--- src/rtl/tile_result_writer.sv ---
// -----------------------------------------------------------------------------
// tile_result_writer
//
// Purpose:
//   Collects the four elements of each 2x2 result tile from the multiplier
//   core, turns each into a {byte address, data} write beat for a row-major
//   result matrix, queues the beats in a small FIFO and presents them one at a
//   time on a simple request/grant write port.  The tile position (row, column)
//   advances every time a C22 element is seen, so the core only has to strobe
//   elements in tile order.
//
// Parameters:
//   DEPTH  FIFO entry count (power of two, >= 4)
//   AW     memory address width
//
// Ports:
//   clk          rising-edge clock
//   reset        synchronous, active-high reset
//   start        one-cycle pulse: load base_addr/n_cols, clear tile counters
//                and sticky flags (FIFO contents are kept)
//   base_addr    byte address of result element (0,0), sampled on start
//   n_cols       result matrix width in elements (even, >= 2), sampled on start
//   c11ready..c22ready  per-element capture strobes
//   C11..C22     signed 32-bit tile result values
//   mem_req      write request valid (FIFO non-empty)
//   mem_gnt      write accepted when high together with mem_req
//   mem_addr     write byte address (head entry, 0 when idle)
//   mem_wdata    write data (head entry, 0 when idle)
//   mem_we       constant 1
//   mem_be       constant 4'hF
//   busy         same as mem_req
//   overflow     sticky: a strobed value was dropped because the FIFO was full
//   proto_err    sticky: more than one strobe was high in a cycle
//   tiles_done   number of tiles whose C22 was seen since start (wraps)
//
// Handshake: mem_req/mem_gnt follow valid/ready rules.  Once mem_req is high,
// mem_req, mem_addr and mem_wdata stay constant until a cycle in which mem_gnt
// is also high; the beat transfers on that rising edge and the next head entry
// (if any) is presented in the following cycle.  mem_gnt may depend on
// mem_req; mem_req never depends on mem_gnt.
// -----------------------------------------------------------------------------
module tile_result_writer #(
  parameter int DEPTH = 8,
  parameter int AW    = 32
) (
  input  logic               clk,
  input  logic               reset,
  input  logic               start,
  input  logic [AW-1:0]      base_addr,
  input  logic [15:0]        n_cols,
  input  logic               c11ready,
  input  logic               c12ready,
  input  logic               c21ready,
  input  logic               c22ready,
  input  logic signed [31:0] C11,
  input  logic signed [31:0] C12,
  input  logic signed [31:0] C21,
  input  logic signed [31:0] C22,
  output logic               mem_req,
  input  logic               mem_gnt,
  output logic [AW-1:0]      mem_addr,
  output logic [31:0]        mem_wdata,
  output logic               mem_we,
  output logic [3:0]         mem_be,
  output logic               busy,
  output logic               overflow,
  output logic               proto_err,
  output logic [15:0]        tiles_done
);

  localparam int PW = $clog2(DEPTH);
  localparam logic [PW:0] PTR_ONE = {{PW{1'b0}}, 1'b1};

  // ---------------------------------------------------------------------------
  // Registered state
  // ---------------------------------------------------------------------------
  logic [AW-1:0] r_base;
  logic [15:0]   r_ncols;
  logic [15:0]   r_tr;
  logic [15:0]   r_tc;
  logic [15:0]   r_tiles_done;
  logic          r_overflow;
  logic          r_proto_err;

  // Pointers carry one extra wrap bit so full and empty can be told apart.
  logic [PW:0]   r_wptr;
  logic [PW:0]   r_rptr;
  logic [AW-1:0] r_fifo_addr [DEPTH];
  logic [31:0]   r_fifo_data [DEPTH];

  // ---------------------------------------------------------------------------
  // Strobe selection
  // ---------------------------------------------------------------------------
  logic [3:0]  w_strobes;
  logic        w_multi;
  logic        w_sel_valid;
  logic        w_sel_i;
  logic        w_sel_j;
  logic [31:0] w_sel_data;
  logic        w_c22_sel;

  assign w_strobes = {c11ready, c12ready, c21ready, c22ready};
  // Clearing the lowest set bit leaves something only if two or more are set.
  assign w_multi   = (w_strobes & (w_strobes - 4'd1)) != 4'd0;

  always_comb begin
    w_sel_valid = 1'b0;
    w_sel_i     = 1'b0;
    w_sel_j     = 1'b0;
    w_sel_data  = 32'd0;
    if (c11ready) begin
      w_sel_valid = 1'b1;
      w_sel_data  = C11;
    end else if (c12ready) begin
      w_sel_valid = 1'b1;
      w_sel_j     = 1'b1;
      w_sel_data  = C12;
    end else if (c21ready) begin
      w_sel_valid = 1'b1;
      w_sel_i     = 1'b1;
      w_sel_data  = C21;
    end else if (c22ready) begin
      w_sel_valid = 1'b1;
      w_sel_i     = 1'b1;
      w_sel_j     = 1'b1;
      w_sel_data  = C22;
    end
  end

  // Only a C22 that actually wins selection closes the tile.
  assign w_c22_sel = w_sel_valid & w_sel_i & w_sel_j;

  // ---------------------------------------------------------------------------
  // Effective configuration and tile position for this cycle.  A strobe in
  // the same cycle as start must already see the new base/width and the tile
  // origin, so start bypasses the registers here.
  // ---------------------------------------------------------------------------
  logic [AW-1:0] w_base_eff;
  logic [15:0]   w_ncols_eff;
  logic [15:0]   w_tr_eff;
  logic [15:0]   w_tc_eff;

  assign w_base_eff  = start ? base_addr : r_base;
  assign w_ncols_eff = start ? n_cols    : r_ncols;
  assign w_tr_eff    = start ? 16'd0     : r_tr;
  assign w_tc_eff    = start ? 16'd0     : r_tc;

  // ---------------------------------------------------------------------------
  // Address: base + (((2*tr + i) * ncols + 2*tc + j) << 2), all modulo 2^AW.
  // Every term is reduced to AW bits before use; truncating operands of
  // add/multiply does not change the result modulo 2^AW.
  // ---------------------------------------------------------------------------
  logic [AW-1:0] w_row;
  logic [AW-1:0] w_col;
  logic [AW-1:0] w_elem;
  logic [AW-1:0] w_addr;

  assign w_row  = AW'({w_tr_eff, w_sel_i});
  assign w_col  = AW'({w_tc_eff, w_sel_j});
  assign w_elem = (w_row * AW'(w_ncols_eff)) + w_col;
  assign w_addr = w_base_eff + (w_elem << 2);

  // ---------------------------------------------------------------------------
  // FIFO control
  // ---------------------------------------------------------------------------
  logic          w_empty;
  logic          w_full;
  logic          w_pop;
  logic          w_push;
  logic          w_drop;
  logic [PW-1:0] w_wr_idx;
  logic [PW-1:0] w_rd_idx;

  assign w_wr_idx = r_wptr[PW-1:0];
  assign w_rd_idx = r_rptr[PW-1:0];
  assign w_empty  = (r_wptr == r_rptr);
  assign w_full   = (r_wptr[PW] != r_rptr[PW]) && (w_wr_idx == w_rd_idx);
  assign w_pop    = !w_empty && mem_gnt;
  // A full FIFO that is popping this edge frees a slot for the push.
  assign w_push   = w_sel_valid && (!w_full || w_pop);
  assign w_drop   = w_sel_valid && w_full && !w_pop;

  // ---------------------------------------------------------------------------
  // Next tile position, tile count and sticky flags.  Start clears first, then
  // any same-cycle event is applied on top of the cleared values.
  // ---------------------------------------------------------------------------
  logic [15:0] w_half_m1;
  logic [15:0] w_tr_next;
  logic [15:0] w_tc_next;
  logic [15:0] w_tiles_next;
  logic        w_overflow_next;
  logic        w_proto_next;

  assign w_half_m1 = (w_ncols_eff >> 1) - 16'd1;

  always_comb begin
    w_tr_next       = w_tr_eff;
    w_tc_next       = w_tc_eff;
    w_tiles_next    = start ? 16'd0 : r_tiles_done;
    w_overflow_next = (start ? 1'b0 : r_overflow) | w_drop;
    w_proto_next    = (start ? 1'b0 : r_proto_err) | w_multi;
    // Counters advance even when the C22 value itself is dropped.
    if (w_c22_sel) begin
      w_tiles_next = w_tiles_next + 16'd1;
      if (w_tc_eff == w_half_m1) begin
        w_tc_next = 16'd0;
        w_tr_next = w_tr_eff + 16'd1;
      end else begin
        w_tc_next = w_tc_eff + 16'd1;
      end
    end
  end

  // ---------------------------------------------------------------------------
  // Sequential logic
  // ---------------------------------------------------------------------------
  always_ff @(posedge clk) begin
    if (reset) begin
      r_base       <= '0;
      r_ncols      <= 16'd0;
      r_tr         <= 16'd0;
      r_tc         <= 16'd0;
      r_tiles_done <= 16'd0;
      r_overflow   <= 1'b0;
      r_proto_err  <= 1'b0;
    end else begin
      if (start) begin
        r_base  <= base_addr;
        r_ncols <= n_cols;
      end
      r_tr         <= w_tr_next;
      r_tc         <= w_tc_next;
      r_tiles_done <= w_tiles_next;
      r_overflow   <= w_overflow_next;
      r_proto_err  <= w_proto_next;
    end
  end

  // Reset empties the queue by collapsing the pointers, which also abandons a
  // request that was still waiting for its grant.
  always_ff @(posedge clk) begin
    if (reset) begin
      r_wptr <= '0;
      r_rptr <= '0;
    end else begin
      if (w_push) r_wptr <= r_wptr + PTR_ONE;
      if (w_pop)  r_rptr <= r_rptr + PTR_ONE;
    end
  end

  // Storage needs no reset: the pointers define which entries are live.
  always_ff @(posedge clk) begin
    if (!reset && w_push) begin
      r_fifo_addr[w_wr_idx] <= w_addr;
      r_fifo_data[w_wr_idx] <= w_sel_data;
    end
  end

  // ---------------------------------------------------------------------------
  // Outputs.  The head entry is held in registers that do not change until the
  // read pointer moves, which only happens on a grant.
  // ---------------------------------------------------------------------------
  assign mem_req    = !w_empty;
  assign busy       = !w_empty;
  assign mem_addr   = w_empty ? '0    : r_fifo_addr[w_rd_idx];
  assign mem_wdata  = w_empty ? 32'd0 : r_fifo_data[w_rd_idx];
  assign mem_we     = 1'b1;
  assign mem_be     = 4'hF;
  assign overflow   = r_overflow;
  assign proto_err  = r_proto_err;
  assign tiles_done = r_tiles_done;

endmodule
--- config.mk ---
export PLATFORM = sky130hd
export DESIGN_NAME = tile_result_writer
export DESIGN_NICKNAME = d
export VERILOG_FILES = /design/src/rtl/tile_result_writer.sv
export SDC_FILE = /design/constraint.sdc
export NUM_CORES = 1
export LEC_CHECK = 0
export CORE_MARGIN = 4
export CORE_UTILIZATION = 35
export CTS_BUF_LIST = sky130_fd_sc_hd__clkbuf_8
export DETAILED_ROUTE_END_ITERATION = 10
export SLEW_MARGIN = 5
export SYNTH_ARGS = -nofsm -noshare
export SYNTH_HDL_FRONTEND = slang
export SYNTH_SLANG_ARGS = --single-unit
--- constraint.sdc ---
create_clock -name clk -period 18.6 [get_ports clk]
set_clock_uncertainty 0.15 [all_clocks]
set_input_delay 1.86 -clock clk [delete_from_list [all_inputs] [get_ports clk]]
set_output_delay 1.86 -clock clk [all_outputs]
set_load 0.02 [all_outputs]
==> metrics.log <==
INFO  metric cp.arrival = 11.00 ns
INFO  metric worst_slew_margin_rel = 19.17%
INFO  metric htreeDepth = 3
INFO  metric groute.usage.overall = 17.04%
INFO  metric holdBufCountCts = 0
INFO  metric critical_path.most_common_cell = sky130_fd_sc_hd__fa_1
INFO  metric dp.final_hpwl = 64.55 mm
INFO  metric grt_pass1_wl = 140.6 mm
INFO  metric min_path_type = reg -> reg
INFO  metric clkTransAtPathRegs = 0.06 ns
INFO  metric final_net_count = 3617
INFO  metric p_leak = 15.66 nW
INFO  metric final.setup.worst_slack = 7.885 ns
INFO  metric chipWidth = 328.1 um
INFO  metric cts_num_sinks = 621
INFO  metric detailedRoute.firstPassIterationCount = 7
INFO  metric initial_utilization = 35.25%
INFO  metric yosysSeqAreaShare = 48.95%
INFO  metric critical_path_class = in -> reg
INFO  metric cp-start-kind = input pin
INFO  metric residual_overflow_from_global_routing = 0
INFO  metric postSynth.asyncResetShare = 0%
INFO  metric dr_total_vias = 22490
INFO  metric yosys-top-cells-area = sky130_fd_sc_hd__edfxtp_1 (43%), sky130_fd_sc_hd__fa_1 (13%), sky130_fd_sc_hd__mux4_2 (8.0%)
INFO  metric post_synth.cell_area_avg = 12.78 um2
INFO  metric final_cell_area = 42040 um2
INFO  metric route.detailed.vias_per_inst = 4.959
INFO  metric cp_endpoint_kind = flip-flop
INFO  metric pre_cts_ws = 7.190 ns
INFO  metric post-route-util = 41.32%
INFO  metric unrepaired_setup_endpoints_after_global_routing = false
INFO  metric timing.final.max_slew_violations = 0
INFO  metric netlist.top_cell.by_area = sky130_fd_sc_hd__edfxtp_1
INFO  metric critical-path-max-stage-delay = 0.64 ns
INFO  metric ctsRootBufferMaster = sky130_fd_sc_hd__clkbuf_8
INFO  metric io_buffer_count = 267
INFO  metric main_flop_type_after_synthesis = sky130_fd_sc_hd__edfxtp_1
INFO  metric cts-resized-gates = 0
INFO  metric pin_count = 273
INFO  metric number_of_instances_in_the_synthesized_netlist = 2807
INFO  metric cp.required = 18.88 ns
INFO  metric final-setup-viol-count = 0
INFO  metric tritoncts.num_buffers = 102
INFO  metric yosysTopAreaCellShare = 42.87%
INFO  metric status = finished, final reports clean
INFO  metric power.density_cell_area = 83.16 nW/um2
INFO  metric postRouteWirelength = 92.14 mm
INFO  metric synth.distinct_cells = 71
INFO  metric layout_min_cycle_time = 10.72 ns
INFO  metric max-cap-violations = 0
INFO  metric hold_viol_final = 0
INFO  metric chipHeight = 328.1 um
INFO  metric clk_buf_depth = 3
INFO  metric core_area = 101700 um2
INFO  metric total_die_area = 107700 um2
INFO  metric drtAntennaViolNets = 0
INFO  metric clock_tree_from_tritoncts = yes
INFO  metric detail_route.iter0.violations = 1315
INFO  metric first_global_vias = 23620
INFO  metric post-cts-setup-buffer-count = 0
INFO  metric max_freq = 0.09332 GHz
INFO  metric synthesis.area = 35870 um2
INFO  metric crit_path_max_fanout = 59
INFO  metric placement.cell_area = 40100 um2
INFO  metric ys_seq_elements = 621
INFO  metric finalWeightedCongestion = 0.8630
INFO  metric critical-path-slowest-cell = sky130_fd_sc_hd__buf_4
INFO  metric layout.filler_cells = 9516
INFO  metric post_synth_edffs = 512
INFO  metric average_routed_wire_per_standard_cell = 20.32 um
INFO  metric worst_slew_pin_slew = 1.211 ns
INFO  metric min_period_over_period = 57.61%
INFO  metric syn_to_final_growth = 17.22%
INFO  metric drive_above_1_share = 11.79%
INFO  metric post-route-drc-count = 0
INFO  metric grt_start_max_net_pins = 60
INFO  metric synth-warning-count = 0
INFO  metric tns = 0 ns
INFO  metric std_cell_rows = 117
INFO  metric worst_skew_pair_later_pin_latency = 0.73 ns
INFO  metric irDropWorstVdd = 0.07136 mV
INFO  metric antenna_violations_before_repair = 2
==> worst paths after layout <==
| kind | start | cells after the start | to | slack [ns] |
|---|---|---|---|---|
| worst max-delay path | start | 31 | r_fifo_addr[1][31]$_DFFE_PP_ | 7.88 |
| worst min register to register | r_base[31]$_SDFF_PP0_ | 2 | r_base[31]$_SDFF_PP0_ | 0.34 |
| worst max register to register | r_tr[5]$_SDFF_PP0_ | 30 | r_fifo_addr[1][31]$_DFFE_PP_ | 8.91 |
| worst min-delay path | r_base[31]$_SDFF_PP0_ | 2 | r_base[31]$_SDFF_PP0_ | 0.34 |
==> registers in the layout, indices dropped and copies added (netlist names), named ones only <==
name and count:
r_tr 16, proto_err 1, r_wptr 4, r_ncols 16
tiles_done 16, r_fifo_addr 256, r_rptr 4, r_tc 16
overflow 1, r_fifo_data 256, r_base 32
==> cell type report <==
cell class                 instances  area (um2)  share of cell area, %
inverter                         319        1197                  2.848
clock buffer                     103        1418                  3.372
timing repair buffer             314        3015                  7.172
clock inverter                    85       524.3                  1.247
sequential                       621       17570                  41.78
multi-input combinational       1723       16600                  39.49
tap                             1368        1712                  4.071
antenna                            2       5.005                0.01190
==> layout by cell type, fill, tap and decap left out, types with 43 or more instances in the layout <==
master / netlist / layout
sky130_fd_sc_hd__mux2i_1: 80 / 80
sky130_fd_sc_hd__clkdlybuf4s50_1: 0 / 264
sky130_fd_sc_hd__clkbuf_8: 0 / 103
sky130_fd_sc_hd__o21ai_0: 47 / 46
sky130_fd_sc_hd__xnor2_1: 82 / 82
sky130_fd_sc_hd__nor2b_1: 68 / 66
sky130_fd_sc_hd__dfxtp_1: 109 / 106
sky130_fd_sc_hd__and2_1: 84 / 84
sky130_fd_sc_hd__ha_1: 128 / 128
sky130_fd_sc_hd__mux4_2: 128 / 128
sky130_fd_sc_hd__fa_1: 224 / 224
sky130_fd_sc_hd__nand2_1: 223 / 223
sky130_fd_sc_hd__edfxtp_1: 512 / 512
sky130_fd_sc_hd__a21oi_1: 97 / 97
sky130_fd_sc_hd__xor2_1: 43 / 43
sky130_fd_sc_hd__buf_4: 6 / 49
sky130_fd_sc_hd__nor2_1: 187 / 180
sky130_fd_sc_hd__inv_1: 319 / 354
==> logic make-up after synthesis <==
logic type               share of synthesized area, %
AO/OA/AOI/OAI                                   5.079
XOR/XNOR                                        3.052
adder cells (fa/ha/maj)                         17.00
buffers and inverters                           5.027
flip-flops                                      48.95
multiplexers                                    11.31
other                                         0.01046
AND/OR/NAND/NOR                                 9.579
==> synth_stat cells, types with 68 or more instances <==
master,instances
sky130_fd_sc_hd__a21oi_1,97
sky130_fd_sc_hd__and2_1,84
sky130_fd_sc_hd__clkbuf_1,96
sky130_fd_sc_hd__dfxtp_1,109
sky130_fd_sc_hd__edfxtp_1,512
sky130_fd_sc_hd__fa_1,224
sky130_fd_sc_hd__ha_1,128
sky130_fd_sc_hd__inv_1,319
sky130_fd_sc_hd__mux2i_1,80
sky130_fd_sc_hd__mux4_2,128
sky130_fd_sc_hd__nand2_1,223
sky130_fd_sc_hd__nor2_1,187
sky130_fd_sc_hd__nor2b_1,68
sky130_fd_sc_hd__xnor2_1,82
==> report_power, final <==
group | switching (W) | total, W | leakage [nW] | internal (W)
clock network | 0.000555 | 0.00113 | 1.12 | 0.000580
logic | 0.000399 | 0.000744 | 8.98 | 0.000345
registers | 0.0000407 | 0.00162 | 5.56 | 0.00158
total | 0.000995 | 0.00350 | 15.7 | 0.00250
==> critical path: cells and delay by family <==
| kind | cells | cell delay [ns] |
|---|---|---|
| XOR/XNOR | 3 | 0.78 |
| buffers and inverters | 6 | 1.28 |
| AO/OA/AOI/OAI | 9 | 2.50 |
| adder cells (fa/ha/maj) | 8 | 3.32 |
| AND/OR/NAND/NOR | 5 | 1.15 |
==> through the flow <==
step                      power (W)  cells  hold WS [ns]
after floorplan            0.002093   2811        0.3122
after global placement     0.002404   4345        0.3220
after detailed placement   0.002407   4345        0.3295
after CTS                  0.003557   4533        0.3430
after global routing       0.003667   4534        0.3694
final                      0.003496   4535        0.3397
==> layer usage <==
layer / vias up / part of all wire (%) / global-route usage [%]
li1: 10340 / - / -
met1: 11280 / 42 / 22.24
met2: 729 / 47 / 28.51
met3: 142 / 8.3 / 4.206
met4: 2 / 2.2 / 4.351
met5: - / 0.014 / 0
No activity file was read; power rests on OpenSTA's default activity.
